$ cat config.mk
export PLATFORM = sky130hd
export DESIGN_NAME = tinytpu_serial_host
export DESIGN_NICKNAME = d
export VERILOG_FILES = /design/src/rtl/tinytpu_serial_host.sv
export SDC_FILE = /design/constraint.sdc
export NUM_CORES = 1
export LEC_CHECK = 0
export ABC_AREA = 1
export ABC_CLOCK_PERIOD_IN_PS = 5250
export BUFFER_PORTS_ARGS = -buffer_cell sky130_fd_sc_hd__buf_4
export CELL_PAD_IN_SITES_DETAIL_PLACEMENT = 1
export CELL_PAD_IN_SITES_GLOBAL_PLACEMENT = 2
export CORE_MARGIN = 1
export CORE_UTILIZATION = 35
export CTS_CLUSTER_DIAMETER = 150
export DETAILED_ROUTE_END_ITERATION = 8
export PLACE_DENSITY_LB_ADDON = 0.15
export SETUP_SLACK_MARGIN = 0.3
export SLEW_MARGIN = 10
export SYNTH_ARGS = -nofsm -noshare
export SYNTH_HDL_FRONTEND = slang
export SYNTH_SLANG_ARGS = --single-unit
$ cat constraint.sdc
create_clock -name clk -period 5.25 [get_ports clk]
set_clock_uncertainty 0.2 [all_clocks]
set_input_delay 1.05 -clock clk [delete_from_list [all_inputs] [get_ports clk]]
set_output_delay 1.05 -clock clk [all_outputs]
set_load 0.005 [all_outputs]
$ cat src/rtl/tinytpu_serial_host.sv
// Host-side master for the tinytpu bit-serial link: shifts x/y operand pairs out LSB first and
// reassembles the qualified z stream into result words. Optional watchdog: TINYTPU_HOST_TIMEOUT_EN.
module tinytpu_serial_host #(
  parameter int D_W   = 8,
  parameter int N     = 3,
  parameter int RES_W = 18
`ifdef TINYTPU_HOST_TIMEOUT_EN
  , parameter int TIMEOUT_CYC = 1024
`endif
) (
  input  logic             clk,
  input  logic             rst_n,
  input  logic             start,
  output logic             busy,
  input  logic             in_valid,
  output logic             in_ready,
  input  logic [D_W-1:0]   in_x,
  input  logic [D_W-1:0]   in_y,
  output logic             tpu_x,
  output logic             tpu_y,
  output logic             tpu_load_en,
  output logic             tpu_init,
  input  logic             tpu_z,
  input  logic             tpu_tx_ready,
  output logic             res_valid,
  output logic [RES_W-1:0] res_data,
  output logic             res_last,
  output logic             done,
  output logic             err_timeout
);

  localparam int MAXW = (D_W > RES_W) ? D_W : RES_W;
  localparam int BW   = $clog2(MAXW + 1);
  localparam int CW   = $clog2(N + 1);

  localparam logic [BW-1:0] TX_LAST  = BW'(D_W - 1);
  localparam logic [BW-1:0] RX_LAST  = BW'(RES_W - 1);
  localparam logic [CW-1:0] PAIR_ALL = CW'(N);
  localparam logic [CW-1:0] RES_FIN  = CW'(N - 1);

  typedef enum logic [2:0] {IDLE, INIT, SHIFT, WAIT_RDY, RECV} state_t;

  state_t           state_reg, state_next;
  logic [BW-1:0]    bit_cnt_reg, bit_cnt_next;
  logic [CW-1:0]    pair_cnt_reg, pair_cnt_next;
  logic [CW-1:0]    res_cnt_reg, res_cnt_next;
  logic [D_W-1:0]   x_sr_reg, x_sr_next;
  logic [D_W-1:0]   y_sr_reg, y_sr_next;
  logic [RES_W-1:0] z_sr_reg, z_sr_next;
  logic [RES_W-1:0] z_word;
  logic [RES_W-1:0] data_reg, data_next;
  logic             x_reg, x_next;
  logic             y_reg, y_next;
  logic             load_reg, load_next;
  logic             init_reg, init_next;
  logic             valid_reg, valid_next;
  logic             last_reg, last_next;
  logic             done_reg, done_next;
  logic             err_reg, err_next;
`ifdef TINYTPU_HOST_TIMEOUT_EN
  localparam int TW = $clog2(TIMEOUT_CYC + 1);
  localparam logic [TW-1:0] WD_LAST = TW'(TIMEOUT_CYC - 1);
  logic [TW-1:0]    wd_reg, wd_next;
`endif

  // bit_cnt doubles as "bits still pending" while shifting, so zero also marks the last bit cycle
  assign in_ready    = (state_reg == SHIFT) && (bit_cnt_reg == '0) && (pair_cnt_reg != PAIR_ALL);
  assign busy        = (state_reg != IDLE);
  assign tpu_x       = x_reg;
  assign tpu_y       = y_reg;
  assign tpu_load_en = load_reg;
  assign tpu_init    = init_reg;
  assign res_valid   = valid_reg;
  assign res_data    = data_reg;
  assign res_last    = last_reg;
  assign done        = done_reg;
  assign err_timeout = err_reg;

  always_comb begin
    state_next    = state_reg;
    bit_cnt_next  = bit_cnt_reg;
    pair_cnt_next = pair_cnt_reg;
    res_cnt_next  = res_cnt_reg;
    x_sr_next     = x_sr_reg;
    y_sr_next     = y_sr_reg;
    z_sr_next     = z_sr_reg;
    data_next     = data_reg;
    x_next        = 1'b0;
    y_next        = 1'b0;
    load_next     = 1'b0;
    init_next     = 1'b0;
    valid_next    = 1'b0;
    last_next     = 1'b0;
    done_next     = 1'b0;
    err_next      = 1'b0;
`ifdef TINYTPU_HOST_TIMEOUT_EN
    wd_next       = wd_reg;
`endif
    z_word              = z_sr_reg;
    z_word[bit_cnt_reg] = tpu_z;

    case (state_reg)
      IDLE: begin
        if (start) begin
          state_next = INIT;
          init_next  = 1'b1;
        end
      end
      INIT: begin
        bit_cnt_next  = '0;
        pair_cnt_next = '0;
        res_cnt_next  = '0;
        z_sr_next     = '0;
`ifdef TINYTPU_HOST_TIMEOUT_EN
        wd_next       = '0;
`endif
        state_next    = SHIFT;
      end
      SHIFT: begin
        if (bit_cnt_reg != '0) begin
          x_next       = x_sr_reg[0];
          y_next       = y_sr_reg[0];
          load_next    = 1'b1;
          x_sr_next    = x_sr_reg >> 1;
          y_sr_next    = y_sr_reg >> 1;
          bit_cnt_next = bit_cnt_reg - 1'b1;
        end else if (in_valid && in_ready) begin
          x_next        = in_x[0];
          y_next        = in_y[0];
          load_next     = 1'b1;
          x_sr_next     = in_x >> 1;
          y_sr_next     = in_y >> 1;
          bit_cnt_next  = TX_LAST;
          pair_cnt_next = pair_cnt_reg + 1'b1;
        end else if (pair_cnt_reg == PAIR_ALL) begin
          state_next = WAIT_RDY;
        end
      end
      WAIT_RDY, RECV: begin
        if (tpu_tx_ready) begin
`ifdef TINYTPU_HOST_TIMEOUT_EN
          wd_next = '0;
`endif
          z_sr_next = z_word;
          if (bit_cnt_reg == RX_LAST) begin
            valid_next   = 1'b1;
            data_next    = z_word;
            bit_cnt_next = '0;
            res_cnt_next = res_cnt_reg + 1'b1;
            if (res_cnt_reg == RES_FIN) begin
              last_next  = 1'b1;
              done_next  = 1'b1;
              state_next = IDLE;
            end else begin
              state_next = WAIT_RDY;
            end
          end else begin
            bit_cnt_next = bit_cnt_reg + 1'b1;
            state_next   = RECV;
          end
        end
`ifdef TINYTPU_HOST_TIMEOUT_EN
        // Partial word is simply dropped; the next INIT clears all receive state
        else if (wd_reg == WD_LAST) begin
          err_next     = 1'b1;
          bit_cnt_next = '0;
          wd_next      = '0;
          state_next   = IDLE;
        end else begin
          wd_next = wd_reg + 1'b1;
        end
`endif
      end
      default: state_next = IDLE;
    endcase
  end

  always_ff @(posedge clk or negedge rst_n) begin
    if (!rst_n) begin
      state_reg    <= IDLE;
      bit_cnt_reg  <= '0;
      pair_cnt_reg <= '0;
      res_cnt_reg  <= '0;
      x_sr_reg     <= '0;
      y_sr_reg     <= '0;
      z_sr_reg     <= '0;
      data_reg     <= '0;
      x_reg        <= 1'b0;
      y_reg        <= 1'b0;
      load_reg     <= 1'b0;
      init_reg     <= 1'b0;
      valid_reg    <= 1'b0;
      last_reg     <= 1'b0;
      done_reg     <= 1'b0;
      err_reg      <= 1'b0;
`ifdef TINYTPU_HOST_TIMEOUT_EN
      wd_reg       <= '0;
`endif
    end else begin
      state_reg    <= state_next;
      bit_cnt_reg  <= bit_cnt_next;
      pair_cnt_reg <= pair_cnt_next;
      res_cnt_reg  <= res_cnt_next;
      x_sr_reg     <= x_sr_next;
      y_sr_reg     <= y_sr_next;
      z_sr_reg     <= z_sr_next;
      data_reg     <= data_next;
      x_reg        <= x_next;
      y_reg        <= y_next;
      load_reg     <= load_next;
      init_reg     <= init_next;
      valid_reg    <= valid_next;
      last_reg     <= last_next;
      done_reg     <= done_next;
      err_reg      <= err_next;
`ifdef TINYTPU_HOST_TIMEOUT_EN
      wd_reg       <= wd_next;
`endif
    end
  end

endmodule

==> impl_metrics.toml <==
[status]
outcome = "completed"

[sta]
rsz0062_at_grt = "no"
max-slew-margin-rel_pct = 35.4
tns_ps = 0
hold_violations = 0
period_needed_ps = 3400
setup_viol = 0
slew_violations = 0
fin_crit_sh_pct = 64.7
fin_hold_ws_ps = 273
max_freq_mhz = 294
worst_slew_pin_slew_ps = 966

[setup_path]
cp_slowest_cell = "dfrtp_1"
crit_family = "simple AND/OR/NAND/NOR gates"
end_kind = "output port"
critPathMaxStageDelay_ps = 460
worstSetupPathType = "flip-flop to output port"
crit_chain = "inv_1, ha_1, nand3_4, nor2_4, inv_1, nor2_1, buf_4"
worstPathRequired_ps = 4000
cp_num_buf_inv = 3
path_common_cell = "inv_1"
reg2reg_depth = 9
cp_max_fo = 31
r2r_end = "res_data[6]"
reg2reg_slack_ps = 2730
r2r-start = "bit_cnt_reg[1]"
critPathArrivalTime_ps = 2150
start_kind = "flip-flop"

[final_layout]
final_nets = 529
num_antenna_cells = 0
fin_cells = 636
largest_reg_flops = 18
drive_above_1_share_pct = 15.9
area_growth_pct = 16.1

[drt]
wl_mm = 8.41
via_count = 3028
viasPerCell = 4.76
post-route-drc-count = 0
dr.pass1.iters = 4
routedWlPerCell_um = 13.2
drtIter0Drc = 77
ant_nets = 0

[clocking]
cts_resized = 0
htree_levels = 3
cts_root_buffer = "clkbuf_8"
clk_latency_ps = 350
hold_buffers = 0
post_cts_buffers = 0
clk_pin_slew_ps = 70
clkSinkCount = 67
cts_tree = "built"
clockBufferDepth = 2
cts_buffers = 9

[synth]
syn_avg_cell_area_um2 = 7.62
post_synth_num_cell_types = 27
synth.most_common_cell = "nand2_1"
seq_area_frac_synth_pct = 47.8
synth_edf_count = 0
netlist_area_um2 = 3510
synth_top_area_share_pct = 47.8
ys_warn_count = 0
yosys-top-cells-count = "197 x nand2_1, 67 x dfrtp_1, 39 x inv_1"
synth_nets = 489
synth_area_leader_cell = "dfrtp_1"
synth_cells = 460
synth_area_leaders = "dfrtp_1 48%, nand2_1 21%, nand3_1 5.4%"
synth_top_flop_cell = "dfrtp_1"
synthArstFlopShare_pct = 100
synth_seq_cells = 67

[worst_hold_path]
hold_depth = 2
holdPathEnd = "res_data[10]"
min_path_type = "flip-flop to flip-flop"
min_from = "res_data[10]"

[power_and_ir_drop]
p_leak_nw = 2.15
powerDensity_nw_per_um2 = 477
p_total_w = 0.00194
ir_drop_mv = 0.177

[grt]
grt.overflow.total = 0
grt_pass1_wl_mm = 14.6
first_global_vias = 3042
grtUsageTotal_pct = 18.0
grt_max_degree = 68
antenna_found_initial = 0

[floorplanning]
initial_core_util_pct = 36.0
core-area_um2 = 9730
pin_count = 50
die_h_um = 102
rows = 36
dieArea_um2 = 10400
die_x_um = 102

[place]
gp_congestion = 0.733
place_inst = 622
hpwl_mm = 5.74
port_buffers = 48

[job]
drv_cap = 0
## routing by layer
| metal | wire, um | vias up | GRT usage (%) | share of wire, % |
|---|---|---|---|---|
| met5 | 0 | - | 0 | 0 |
| met4 | 120 | 0 | 6.59 | 1.4 |
| met3 | 232 | 10 | 3.15 | 2.8 |
| met2 | 3960 | 41 | 29.4 | 47 |
| met1 | 4100 | 1472 | 23.9 | 49 |
| li1 | - | 1505 | - | - |
## cell usage in the layout, fill, tap and decap left out
cell type / Yosys / layout
inv_1: 39 / 39
xor2_1: 1 / 1
nand2_2: 3 / 3
nor2_4: 3 / 3
or2_2: 1 / 1
o21ai_2: 1 / 1
ha_1: 7 / 7
nand3_4: 2 / 2
nand2_1: 197 / 197
nand2_4: 1 / 1
nor3_2: 2 / 2
clkbuf_1: 3 / 1
conb_1: 1 / 1
nand3_1: 38 / 38
inv_2: 3 / 3
nand3_2: 2 / 2
a21oi_1: 10 / 10
clkinvlp_4: 0 / 1
o21ai_0: 19 / 19
clkbuf_8: 0 / 11
nand4_1: 2 / 2
o21ai_1: 17 / 17
xnor2_1: 1 / 1
nor2_8: 1 / 1
buf_4: 6 / 48
dfrtp_1: 67 / 67
clkinv_2: 0 / 1
nor2_1: 23 / 23
## worst max-delay path by stage
stage / start / to / slack, ps / cells past startpoint
6_report: bit_cnt_reg[0] / in_ready / 1850 / 7
5_1_grt: bit_cnt_reg[0] / in_ready / 1630 / 7
4_1_cts: bit_cnt_reg[0] / in_ready / 1800 / 7
3_5_place_dp: bit_cnt_reg[0] / in_ready / 2180 / 7
3_3_place_gp: bit_cnt_reg[0] / in_ready / 2290 / 7
2_1_floorplan: bit_cnt_reg[0] / in_ready / 2810 / 6
## area by class of cell
type                       count  area [um^2]
clock buffer                  12          155
multi-input combinational    332         1540
fill                        1264         5660
sequential                    67         1680
clock inverter                 2         12.5
timing repair buffer          48          360
tap                          133          166
inverter                      42          158
## worst min-delay path: cells and delay by family, from the launching register on
| kind | cells | cell delay (ps) |
|---|---|---|
| flip-flops | 1 | 350 |
| AND/OR/NAND/NOR | 2 | 90 |
## kinds of logic (layout without fill, tap and decap cells)
| group | Yosys count | in the layout | share of synthesized area (%) |
|---|---|---|---|
| buffers and inverters | 61 | 104 | 8.24 |
| and+or+nand+nor | 275 | 275 | 34.0 |
| other | 1 | 1 | 0.107 |
| xor gates and xnor gates | 2 | 2 | 0.500 |
| DFF | 67 | 67 | 47.8 |
| adders and majority gates | 7 | 7 | 2.50 |
| AOI/OAI and AO/OA | 47 | 47 | 6.81 |
## where the power goes
part	switching, W	total, W	internal (W)
logic	0.000534	0.000819	0.000285
clock network	0.000200	0.000392	0.000192
registers	0.0000797	0.000729	0.000649
## through the flow
stage / util, % / cell area [um^2] / setup WS [ps]
floorplan: - / 3510 / 2810
global placement: 40.1 / 3900 / 2290
detailed placement: 40.1 / 3900 / 2180
CTS: 41.8 / 4070 / 1800
global route: 41.8 / 4070 / 1630
finish: 41.8 / 4070 / 1850
No activity file was read; power rests on OpenSTA's default activity.
